<file path="src/rtl/jam_perm_sequencer.sv">
// jam_perm_sequencer
//   Enumerates every permutation of N job indices exactly once, in
//   lexicographic order (worker 0 is the most significant position). Each
//   permutation is offered on a valid/ready handshake. Between two
//   permutations the next one is derived with the classic
//   pivot / successor / swap / reverse steps, one step per state.
// Ports
//   CLK         clock, rising edge
//   RST         asynchronous reset, active-high
//   start       1-cycle request to begin a full enumeration (ignored while busy)
//   perm_valid  perm holds a permutation offered to downstream
//   perm_ready  downstream accepts perm this cycle
//   perm        perm[w*IDXW +: IDXW] = job assigned to worker w
//   perm_last   qualifies perm_valid: final (strictly descending) permutation
//   perm_count  accepted handshakes in the current run
//   busy        high from the cycle after start until done
//   done        1-cycle pulse the cycle after the last handshake
module jam_perm_sequencer #(
  parameter int N    = 8,
  parameter int IDXW = 3,
  parameter int CNTW = 16
) (
  input  logic                CLK,
  input  logic                RST,
  input  logic                start,
  output logic                perm_valid,
  input  logic                perm_ready,
  output logic [N*IDXW-1:0]   perm,
  output logic                perm_last,
  output logic [CNTW-1:0]     perm_count,
  output logic                busy,
  output logic                done
);

  typedef enum logic [2:0] {
    S_IDLE, S_EMIT, S_PIVOT, S_SUCC, S_SWAP, S_REV, S_DONE
  } state_t;

  localparam logic [IDXW-1:0] LAST_IDX = IDXW'(N - 1);
  localparam logic [IDXW-1:0] ONE      = IDXW'(1);

  state_t              state_q, state_d;
  logic [IDXW-1:0]     p_q [N];
  logic [IDXW-1:0]     p_d [N];
  logic [IDXW-1:0]     k_q, k_d, l_q, l_d, i_q, i_d, j_q, j_d;
  logic [CNTW-1:0]     cnt_q, cnt_d;

  logic [IDXW-1:0]     pivot_idx;
  logic [IDXW-1:0]     succ_idx;
  logic                descending;

  // Combinational searches over the current permutation.
  always_comb begin
    pivot_idx  = '0;
    succ_idx   = '0;
    descending = 1'b1;
    for (int w = 0; w < N - 1; w++) begin
      if (p_q[w] < p_q[w+1]) begin
        pivot_idx = IDXW'(w);
      end
      if (p_q[w] <= p_q[w+1]) begin
        descending = 1'b0;
      end
    end
    for (int w = 0; w < N; w++) begin
      if (w > int'(k_q) && p_q[w] > p_q[k_q]) begin
        succ_idx = IDXW'(w);
      end
    end
  end

  assign perm_valid = (state_q == S_EMIT);
  // Only the final permutation is strictly descending, so PIVOT always finds a pivot.
  assign perm_last  = (state_q == S_EMIT) && descending;
  assign busy       = (state_q != S_IDLE) && (state_q != S_DONE);
  assign done       = (state_q == S_DONE);
  assign perm_count = cnt_q;

  generate
    for (genvar gi = 0; gi < N; gi++) begin : g_perm
      assign perm[gi*IDXW +: IDXW] = p_q[gi];
    end
  endgenerate

  always_comb begin
    state_d = state_q;
    p_d     = p_q;
    k_d     = k_q;
    l_d     = l_q;
    i_d     = i_q;
    j_d     = j_q;
    cnt_d   = cnt_q;
    case (state_q)
      S_IDLE: begin
        if (start) begin
          for (int w = 0; w < N; w++) begin
            p_d[w] = IDXW'(w);
          end
          cnt_d   = '0;
          state_d = S_EMIT;
        end
      end
      S_EMIT: begin
        if (perm_ready) begin
          cnt_d   = cnt_q + CNTW'(1);
          state_d = perm_last ? S_DONE : S_PIVOT;
        end
      end
      S_PIVOT: begin
        k_d     = pivot_idx;
        state_d = S_SUCC;
      end
      S_SUCC: begin
        l_d     = succ_idx;
        state_d = S_SWAP;
      end
      S_SWAP: begin
        p_d[k_q] = p_q[l_q];
        p_d[l_q] = p_q[k_q];
        i_d      = k_q + ONE;
        j_d      = LAST_IDX;
        // The suffix after k is descending; it needs reversing only if it has 2+ entries.
        state_d  = ((k_q + ONE) < LAST_IDX) ? S_REV : S_EMIT;
      end
      S_REV: begin
        p_d[i_q] = p_q[j_q];
        p_d[j_q] = p_q[i_q];
        i_d      = i_q + ONE;
        j_d      = j_q - ONE;
        state_d  = ((i_q + ONE) < (j_q - ONE)) ? S_REV : S_EMIT;
      end
      S_DONE: begin
        state_d = S_IDLE;
      end
      default: begin
        state_d = S_IDLE;
      end
    endcase
  end

  always_ff @(posedge CLK or posedge RST) begin
    if (RST) begin
      state_q <= S_IDLE;
      for (int w = 0; w < N; w++) begin
        p_q[w] <= IDXW'(w);
      end
      k_q   <= '0;
      l_q   <= '0;
      i_q   <= '0;
      j_q   <= '0;
      cnt_q <= '0;
    end else begin
      state_q <= state_d;
      p_q     <= p_d;
      k_q     <= k_d;
      l_q     <= l_d;
      i_q     <= i_d;
      j_q     <= j_d;
      cnt_q   <= cnt_d;
    end
  end

endmodule

</file>
<file path="config.mk">
export PLATFORM = sky130hd
export DESIGN_NAME = jam_perm_sequencer
export DESIGN_NICKNAME = d
export VERILOG_FILES = /design/src/rtl/jam_perm_sequencer.sv
export SDC_FILE = /design/constraint.sdc
export NUM_CORES = 1
export LEC_CHECK = 0
export BUFFER_PORTS_ARGS = -buffer_cell sky130_fd_sc_hd__buf_2
export CAP_MARGIN = 20
export CELL_PAD_IN_SITES_DETAIL_PLACEMENT = 1
export CELL_PAD_IN_SITES_GLOBAL_PLACEMENT = 1
export CORE_MARGIN = 3
export CORE_UTILIZATION = 45
export DETAILED_ROUTE_END_ITERATION = 16
export PLACE_DENSITY_LB_ADDON = 0.08
export SLEW_MARGIN = 15
export SYNTH_ARGS = -nofsm -noshare
export SYNTH_HDL_FRONTEND = slang
export SYNTH_SLANG_ARGS = --single-unit
</file>
<file path="constraint.sdc">
create_clock -name CLK -period 3.34 [get_ports CLK]
set_input_delay 0.167 -clock CLK [delete_from_list [all_inputs] [get_ports CLK]]
set_output_delay 0.167 -clock CLK [all_outputs]
set_load 0.02 [all_outputs]
</file>
### Word level (Yosys, flattened, before mapping)

Index checks and enable logic that the tools add are counted.

| word-level totals | value |
|---|---|
| memory bits (writable) | 0 |
| bits in registers | 55 |
| bits in read-only memories | 0 |
| latch bits | 0 |
| word-level logic and storage cells | 146 |
| memories | 0 |

| cells by class | value |
|---|---|
| div/mod/pow operators | 0 |
| multiply operators | 0 |
| $lt $le $gt $ge | 37 |
| shifts and indexed selects | 0 |
| reduce and logical (&&, ||, !) cells | 21 |
| equal/unequal tests | 9 |
| add/subtract/negate cells | 4 |
| bitwise gates (word level) | 4 |
| muxes and demuxes | 57 |

Operator list:

| kind | count |
|---|---|
| bitwise mux 24 bit | 4 |
| two-way mux 3 bit | 28 |
| one-hot mux 24 bit (3 select lines) | 1 |
| binary-select mux 3 bit (select 3 bit) | 4 |
| demux 3 bit (select 3 bit) | 4 |
| two-way mux 16 bit | 2 |
| one-hot mux 16 bit (2 select lines) | 1 |
| two-way mux 24 bit | 1 |
| > comparator 3 bit | 7 |
| less-or-equal comparator 3 bit | 7 |
| less-than comparator 3 bit | 7 |
| one-hot mux 3 bit (6 select lines) | 1 |
| adder 16 x 1 -> 16 bit, second input constant | 1 |
| >= comparator 4 bit, second input constant | 4 |
| less-than comparator 4 x 1 -> 1 bit, second input constant | 4 |
| NOT 3 -> 4 bit | 4 |
| logical AND 1 bit | 13 |
| > comparator 3 bit, first input constant | 4 |
| one-hot mux 3 bit (2 select lines) | 2 |
| equality test 3 bit, second input constant | 3 |
| two-way mux 1 bit | 9 |
| adder 3 x 1 -> 3 bit, second input constant | 2 |
| equality test 3 x 2 -> 1 bit, second input constant | 2 |
| > comparator 2 x 3 -> 1 bit, first input constant | 2 |
| 12 further kinds | 15 |

### Depth between registers and ports, before layout

| depth | value |
|---|---|
| depth after elaboration | 13 |
| gate-level depth with buffers | 14 |

### Worst setup path after synthesis

No wires, ideal clock.

| timing path | value |
|---|---|
| kind | register -> register |
| from | register k_q[0] |
| to | register l_q[0] |
| arrival time | 2873 ps |
| cell stages (with the launch flop) | 10 |
| required time | 3222 ps |
| path buffers | 1 |
| setup time | 118 ps |
| path slack | 349 ps |
| period minus slack after synthesis | 2991 ps |
| cell sequence | dfrtp_1 buf_6 mux4_2 mux2i_1 ha_1 and3_1 a2111oi_0 o21ba_1 o21bai_1 a21o_1 |

| on the way | value |
|---|---|
| word-level cells in the longest chain between the ends | 13 |
| elaborated cells between the ends (all ways) | 32 |

RTL lines:

| element | line | source |
|---|---|---|
| start, declared | 45 | `logic [IDXW-1:0] k_q, k_d, l_q, l_d, i_q, i_d, j_q, j_d;` |
| start signal, assigned | 155 | `k_q <= k_d;` |
| NOT 3 -> 4 bit (not written as such) | 66 | `if (w > int'(k_q) && p_q[w] > p_q[k_q]) begin` |
| binary-select mux 3 bit (select 3 bit) | 66 |  |
| two-way mux 3 bit (not written as such) (2 in series) | 66 |  |
| > comparator 3 bit | 66 |  |
| logical AND 1 bit | 66 |  |
| two-way mux 1 bit | 66 |  |
| two-way mux 3 bit (5 in series) | 66 |  |
| two-way mux 3 bit * | 66 |  |
| end signal, assigned | 156 | `l_q <= l_d;` |
| end, declared | 45 |  |

Mark *: on every way between the ends. The rest lies on a longest branch, timed or not. The select of a mux whose other input is x is not followed.
A chain may end at the register's enable or synchronous reset.

### Final worst setup path

| timing path | value |
|---|---|
| from | register p_q, in the netlist perm[10] |
| to | register l_q[0] |

| on the way | value |
|---|---|
| word-level cells in the longest chain between the ends | 12 |
| elaborated cells between the ends (all ways) | 24 |

RTL lines:

| element | line | source |
|---|---|---|
| start, declared | 43 | `logic [IDXW-1:0] p_q [N];` |
| start signal, assigned by index | 145 | `p_q[w] <= IDXW'(w);` |
| start signal, assigned | 154 | `p_q <= p_d;` |
| binary-select mux 3 bit (select 3 bit) | 66 |  |
| two-way mux 3 bit (not written as such) (2 in series) | 66 |  |
| > comparator 3 bit | 66 |  |
| logical AND 1 bit | 66 |  |
| two-way mux 1 bit | 66 |  |
| two-way mux 3 bit (5 in series) | 66 |  |
| two-way mux 3 bit * | 66 |  |

Marked as above.

==> impl_metrics.yaml <==
critical_path:
  crit_required_ns: 3.58
  reg2regPathDepth: 12
  crit_fanout: 9
  startpoint: "perm[10]"
  cp-start-kind: "flop"
  crit_path_end_kind: "flop"
  crit_type: "reg2reg"
  r2r_start: "perm[10]"
  arrival_ns: 3.37
clocking:
  clkTransAtPathRegs_ns: 0.09
  cts_tree: "done"
  cts.htree.levels: 2
  clk_latency_ns: 0.31
  ctsLongestPathBuffers: 2
  cts_hold_buf: 0
  clockRootBuffer: "clkbuf_16"
  cts_inserted_buffers: 5
  cts_sinks: 55
timing:
  tightest_slew_ns: 0.8640
  setup_tns_ns: 0
  maxSlewViolCount: 0
  skew_ns: 0.01952
  period_share_pct: 93.79
  rsz0062_at_grt: "false"
  setup_viol: 0
  slew_headroom_pct: 41.96
  max_freq_mhz: 319.2
  hold_slack_ns: 0.001704
  finalHoldViolCount: 0
  min_period_ns: 3.133
floorplanning:
  coreArea_um2: 12210
  start_util_pct: 46.89
  io_pins: 48
  die_x_um: 118.8
  dieArea_um2: 14110
  fp-row-count: 40
  die_y_um: 118.8
finish:
  area_delta_synth_final_pct: 12.72
  final_cells: 958
  diodes: 0
  final_layout_size_suffix_gt1_share_pct: 17.34
  layout_commonest_cell: "nor2_1"
  final_area_um2: 6454
  final_cell_mix: "73 x nor2_1, 67 x o21ai_0, 62 x nand2_1, 50 x ha_1, 49 x a21oi_1"
  fin_nets: 843
placement:
  dp_cells: 950
  placed_area_um2: 6275
  port_buffers: 47
  dpl.hpwl_mm: 18.33
  gp_congestion: 1.026
global_route:
  grt_pass1_wl_mm: 37.50
  grt_max_degree: 34
  grtUsageTotal_pct: 34.21
  grt_pass1_vias: 6412
  antenna_found_initial: 1
  grt-ovfl-total: 0
power:
  vdd_drop_max_mv: 0.5104
  finalPower_mw: 7.179
  leakagePower_nw: 2.886
  power_density_nw_per_um2: 1112
drt:
  drc: 0
  firstDrtPassIters: 6
  vias: 6343
  vias_per_cell: 6.621
  drt_iter0_markers: 586
  postRouteAntennaNets: 0
  routed_wire_length_per_instance_um: 25.18
  wirelength_mm: 24.12
logic_synthesis:
  synth_cells: 737
  synthFlopType: "dfrtp_1"
  async_reset_ff_share_pct: 100.0
  synthesis.nets: 791
  syn_area_um2: 5725
  ys_seq_area_share_pct: 24.30
  synth_edf_count: 0
  ys_types: 76
  syn_area_per_cell_um2: 7.769
  yosys_register_bits: 55
  yosysWarnings: 0
worst_hold_path:
  hold_class: "in2async"
run_status:
  status: "completed"
job:
  cap_viol_max_count: 0
## repair_timing
action                                  CTS  global route
gates resized for setup                   0             4
buffers inserted                          0             0
endpoints found under the hold margin     0             0
endpoints found under the setup margin    0             2
## worst max-delay path, cell delays in order (launching register included)
cell and delay (ns):
dfstp_2 0.73, inv_1 0.13, nor3_1 0.25, a31oi_1 0.08, o22ai_1 0.19, inv_1 0.21
ha_1 0.35, nor2b_1 0.13, o21ai_0 0.08, a2111oi_1 0.47, o21ba_1 0.21, o21bai_1 0.13
a21o_1 0.12
## final timing paths
check | end | slack (ns)
setup / recovery | l_q[0] | 0.21
hold / removal | perm[0] | 0.002
setup reg to reg | l_q[0] | 0.21
hold reg to reg | perm_count[15] | 0.55
max in group asynchronous | l_q[0] | 2.50
min in group CLK | perm_count[0] | 0.12
## layer usage
| layer | vias to the layer above | GRT usage (%) | part of all wire (%) |
|---|---|---|---|
| li1 | 2811 | - | - |
| met1 | 3103 | 44.08 | 40 |
| met2 | 329 | 54.64 | 45 |
| met3 | 98 | 7.225 | 9.1 |
| met4 | 2 | 16.29 | 6.1 |
| met5 | - | 0 | 0.050 |
## through the flow
stage,util [%],setup WS (ns)
finish,52.85,0.2074
global route,52.85,0.02699
CTS,52.79,0.1928
detailed placement,51.38,0.1990
global placement,51.38,0.3695
floorplan,-,0.3486
## logic make-up after synthesis
group,count (synthesis),synth area share [%]
buffers and inverters,90,6.446
AO/OA/AOI/OAI,222,24.43
flip-flops,55,24.30
multiplexers,40,9.288
AND/OR/NAND/NOR,268,22.77
adder cells (fa/ha/maj),50,10.93
XOR/XNOR,12,1.836
## layout make-up
type	count	area (µm²)
Fill cell	1557	5758
Tap cell	168	210.2
Multi-Input combinational cell	592	3968
Clock buffer	5	125.1
Timing Repair Buffer	85	520.5
Inverter	50	191.4
Sequential cell	55	1393
Clock inverter	3	46.29
## synth_stat cells, drive strengths merged (7+ instances only)
cell / count / area [µm²]
dfrtp: 43 / 1076
nand4: 12 / 81.33
buf: 18 / 98.84
mux2i: 20 / 212.7
dfstp: 12 / 315.3
o211ai: 13 / 97.59
a211oi: 12 / 90.09
nand2: 62 / 232.7
nand3: 26 / 130.1
inv: 49 / 183.9
and2: 7 / 46.30
nand2b: 13 / 81.33
clkbuf: 22 / 82.58
nor2: 74 / 280.3
a21oi: 52 / 279.0
mux4: 7 / 168.9
a31oi: 13 / 81.33
mux2: 13 / 150.1
nor3: 27 / 140.1
ha: 50 / 625.6
o21ai: 70 / 350.3
nor2b: 17 / 106.4
o22ai: 14 / 87.58
xor2: 11 / 96.34
## flip-flops by register name, summed over array words and instances, names as in the netlist
register,count
i_q,3
j_q,3
k_q,3
l_q,3
perm,24
perm_count,16
state_q,3
## where the power goes
group          internal, mW  total (mW)  switching, mW
clock                 0.358       0.645          0.287
sequential            0.903        1.52          0.621
combinational          1.87        5.01           3.14
total                  3.13        7.18           4.05
No activity file was read; power rests on OpenSTA's default activity.
